===== config.mk =====
export PLATFORM = sky130hd
export DESIGN_NAME = fir_mac_ctrl
export DESIGN_NICKNAME = d
export VERILOG_FILES = /design/src/rtl/fir_mac_ctrl.sv
export SDC_FILE = /design/constraint.sdc
export NUM_CORES = 1
export LEC_CHECK = 0
export BUFFER_PORTS_ARGS = -buffer_cell sky130_fd_sc_hd__buf_4
export CAP_MARGIN = 10
export CORE_UTILIZATION = 35
export CTS_BUF_LIST = sky130_fd_sc_hd__clkbuf_8
export CTS_CLUSTER_DIAMETER = 50
export CTS_CLUSTER_SIZE = 20
export DETAILED_ROUTE_END_ITERATION = 12
export GPL_ROUTABILITY_DRIVEN = 0
export PLACE_DENSITY = 0.48
export SLEW_MARGIN = 5
export SYNTH_ARGS = -nofsm -noshare
export SYNTH_HDL_FRONTEND = slang
export SYNTH_SLANG_ARGS = --single-unit

===== constraint.sdc =====
create_clock -name clk -period 8.5 [get_ports clk]
set_input_delay 2.125 -clock clk [delete_from_list [all_inputs] [get_ports clk]]
set_output_delay 2.125 -clock clk [all_outputs]
set_load 0.005 [all_outputs]

===== src/rtl/fir_mac_ctrl.sv =====
// rtl/fir_mac_ctrl.sv - sequential multiply-accumulate FIR engine, one tap per clock
module fir_mac_ctrl #(
  parameter int NTAPS = 16,
  parameter int DW    = 16,
  parameter int CW    = 16,
  parameter int ACCW  = DW + CW + $clog2(NTAPS)
) (
  input  logic                          clk,
  input  logic                          reset_n,
  input  logic                          st,
  input  logic signed [DW-1:0]          smpl_in,
  output logic [$clog2(NTAPS)-1:0]      coef_addr,
  input  logic signed [CW-1:0]          coef_data,
  output logic                          busy,
  output logic signed [ACCW-1:0]        y,
  output logic                          y_valid,
  output logic                          ovr
);

  localparam int AW = $clog2(NTAPS);
  localparam logic [AW-1:0] LAST = AW'(NTAPS - 1);

  typedef enum logic {IDLE, MAC} state_t;

  state_t                 state;
  logic signed [DW-1:0]   x [NTAPS];
  logic signed [ACCW-1:0] acc;
  logic [AW-1:0]          idx;

  logic signed [DW+CW-1:0] prod;
  logic signed [ACCW-1:0]  prod_ext;
  logic signed [ACCW-1:0]  sum;

  // Operands widened before the multiply so the full signed product is kept.
  assign prod     = (DW+CW)'(x[idx]) * (DW+CW)'(coef_data);
  assign prod_ext = ACCW'(prod);
  assign sum      = acc + prod_ext;

  always_ff @(posedge clk or negedge reset_n) begin
    if (!reset_n) begin
      state     <= IDLE;
      acc       <= '0;
      idx       <= '0;
      y         <= '0;
      y_valid   <= 1'b0;
      busy      <= 1'b0;
      ovr       <= 1'b0;
      coef_addr <= '0;
      for (int k = 0; k < NTAPS; k++) x[k] <= '0;
    end else begin
      y_valid <= 1'b0;
      case (state)
        IDLE: begin
          if (st) begin
            x[0] <= smpl_in;
            for (int k = 1; k < NTAPS; k++) x[k] <= x[k-1];
            acc       <= '0;
            idx       <= '0;
            coef_addr <= '0;
            busy      <= 1'b1;
            state     <= MAC;
          end
        end
        MAC: begin
          // A start during accumulation drops that sample; only the sticky flag records it.
          if (st) ovr <= 1'b1;
          if (idx == LAST) begin
            y         <= sum;
            y_valid   <= 1'b1;
            acc       <= sum;
            idx       <= '0;
            coef_addr <= '0;
            busy      <= 1'b0;
            state     <= IDLE;
          end else begin
            acc       <= sum;
            idx       <= idx + 1'b1;
            coef_addr <= idx + 1'b1;
          end
        end
        default: state <= IDLE;
      endcase
    end
  end

endmodule


==> reports/results.txt <==
Fin crit period = 8174 ps
DIE AREA = 74900 um^2
Clk Latency, worst-skew pair = 580 ps
TritonCTS Buffers = 34
Setup crit end kind = register
I/O Pins = 78
Drt pass-1 iters = 7
Synthesized cell area = 25830 um^2
Fmax = 122.3 MHz
Worst EP required = 8960 ps
DRT iter0 DRCs = 812
Design area = 28240 um^2
CTS Sinks = 336
# DRC = 0
Post-Route Skew = 33.23 ps
Via count = 15220
GRT Total Usage = 0.1622
Peak fanout along the critical path = 30
Die height = 273.7 um
Status = finished, final reports clean
Row count = 99
Synth Net Count = 2578
Placed Area = 27510 um^2
Synthesized netlist cell count = 2121
Worst endpoint data arrival time = 8630 ps
Worst path slowest cell = mux4_2
Worst Max-Slew Pin Slew = 1354 ps
Root Buffer = clkbuf_8
EDFF count, synth = 0
Most frequent cells in the layout = inv_1, dfrtp_1, fa_1
CP Buf/Inv Count = 5
Post-Place Setup Slack = 47.87 ps
Initial antenna violation count = 4
First-pass GRT wire length = 96280 um
CTS tree = done
Fin cells = 3145
Worst setup SP type = register
Tcrit/Tclk final = 0.9617
Setup CP Type = register to register
Synth warnings = 0
Setup-failing EPs final = 0
Class of the worst hold path = register to register
Cts hold-fix bufs = 0
Remaining Overflow, GRT = 0
Vias/cell = 4.840
DIE WIDTH = 273.7 um
H-tree depth = 2
Routed wire length = 57170 um
Leading cell type in the layout, fill and taps excluded = inv_1
Initial Utilization = 0.3541
Final-report hold violation count = 0
CTS clk-pin slew, worst paths = 90 ps
Critical path, cell by cell = buf_12, mux4_2, mux4_2, and2_1, fa_1, inv_1, fa_1, fa_1, inv_1, fa_1, fa_1, inv_1, fa_1, inv_1, ha_1, nand2_1, o21ai_0, nand3_1, a311oi_1, nor2_1, o31ai_2, o41ai_1, xnor2_1, mux2_2
Fraction of layout cells with a size suffix above 1 = 0.2436
Max-Cap Viols = 0
Slew Viols, Final = 0
Number of library cell types mapped by synthesis = 55
Number of global-route vias before repair = 17030
Top delay family on crit path = adder cells
Ys flop type = dfrtp_1
Nets = 2618
Seq/Total Area, Yosys = 0.3255
Syn Area/Cell = 12.18 um^2
Placed Cells = 3084
Crit path largest cell delay = 700 ps
CTS max path bufs = 3
Async SR Flop Fraction = 1.000
PortBufs = 77
FILL cells = 7036
Core area = 72960 um^2
Antenna viol nets, final = 0
Worst rel slew slack = 0.09740
Area Growth Syn to Fin = 9.308%
Largest net degree at the start of global routing = 210
Wirelength per Cell = 18.18 um
Final WS setup = 325.8 ps
Number of synthesized register bits = 336
Half-perimeter wire length after placement = 43500 um
CP most frequent cell = fa_1
-- cells in the mapped netlist (5+ instances only) --
master	count	area, um^2
o21ai_0	19	95.09
buf_2	24	120.1
nand2_1	202	758.2
clkbuf_1	65	244.0
xor2_1	12	105.1
a31oi_1	5	31.28
nand4_1	5	31.28
mux4_2	80	1802
dfrtp_1	336	8408
nand2b_1	5	31.28
nor2_1	24	90.09
fa_1	314	6286
a22o_1	34	297.8
and2_1	114	713.2
a21oi_1	22	110.1
nand3_1	6	30.03
ha_1	108	1351
xnor2_1	28	245.2
mux2_2	276	3108
inv_1	364	1366
a21o_1	19	142.6
-- per-layer routing --
layer,track usage,wire (um),up-vias
met1,0.2407,28150,8023
li1,-,-,6937
met3,0.01956,1940,57
met5,0,13,-
met4,0.03352,921,2
met2,0.2539,26140,204
-- path summary, 6_finish.rpt --
check	from	to	slack [ps]	cells after the start
worst min register to register	ovr	ovr	470	1
worst min-delay path	ovr	ovr	470	1
max in group asynchronous	reset_n	acc[5]	5440	2
min in group asynchronous	reset_n	x[255]	1530	1
worst max-delay path	coef_addr[0]	y[33]	330	24
worst max register to register	coef_addr[0]	y[33]	330	24
-- metrics by stage --
step | hold slack, ps | utilization | TNS [ps]
CTS | 488.9 | 0.3869 | 0
global placement | 460.6 | 0.3770 | 0
global route | 510.6 | 0.3870 | -6.126
finish | 473.6 | 0.3871 | 0
detailed placement | 464.8 | 0.3770 | 0
floorplan | 451.0 | - | 0
-- final cells by class --
cell class | instances | area, um^2 | area share
tap | 959 | 1200 | 0.04249
timing repair buffer | 102 | 873.3 | 0.03093
sequential | 336 | 8417 | 0.2981
inverter | 365 | 1370 | 0.04852
antenna | 2 | 5.005 | 0.0001772
clock buffer | 38 | 523.0 | 0.01852
clock inverter | 21 | 198.9 | 0.007045
multi-input combinational | 1322 | 15650 | 0.5543
-- registers in the layout, summed over array words and instances (netlist names) --
| name | count |
|---|---|
| acc | 36 |
| x | 256 |
| y | 36 |
| busy | 1 |
| state | 1 |
| y_valid | 1 |
| ovr | 1 |
| coef_addr | 4 |
-- repair_timing --
action                     CTS  global route
setup endpoints to repair    0             6
buffers inserted             0             0
gates resized for setup      0             1
-- cell families (layout without fill, tap and decap cells) --
kind of cell	after synthesis	count (layout)	synth area share
buffers and inverters	463	526	0.06945
and+or+nand+nor	369	369	0.06737
DFF	336	336	0.3255
other	0	2	0
AOI/OAI and AO/OA	135	135	0.03850
muxes	356	356	0.1900
adders and majority gates	422	422	0.2956
xor gates and xnor gates	40	40	0.01356
Power is not shown: default switching activity piles up to over one toggle a cycle in this logic, so the estimate is an artifact.
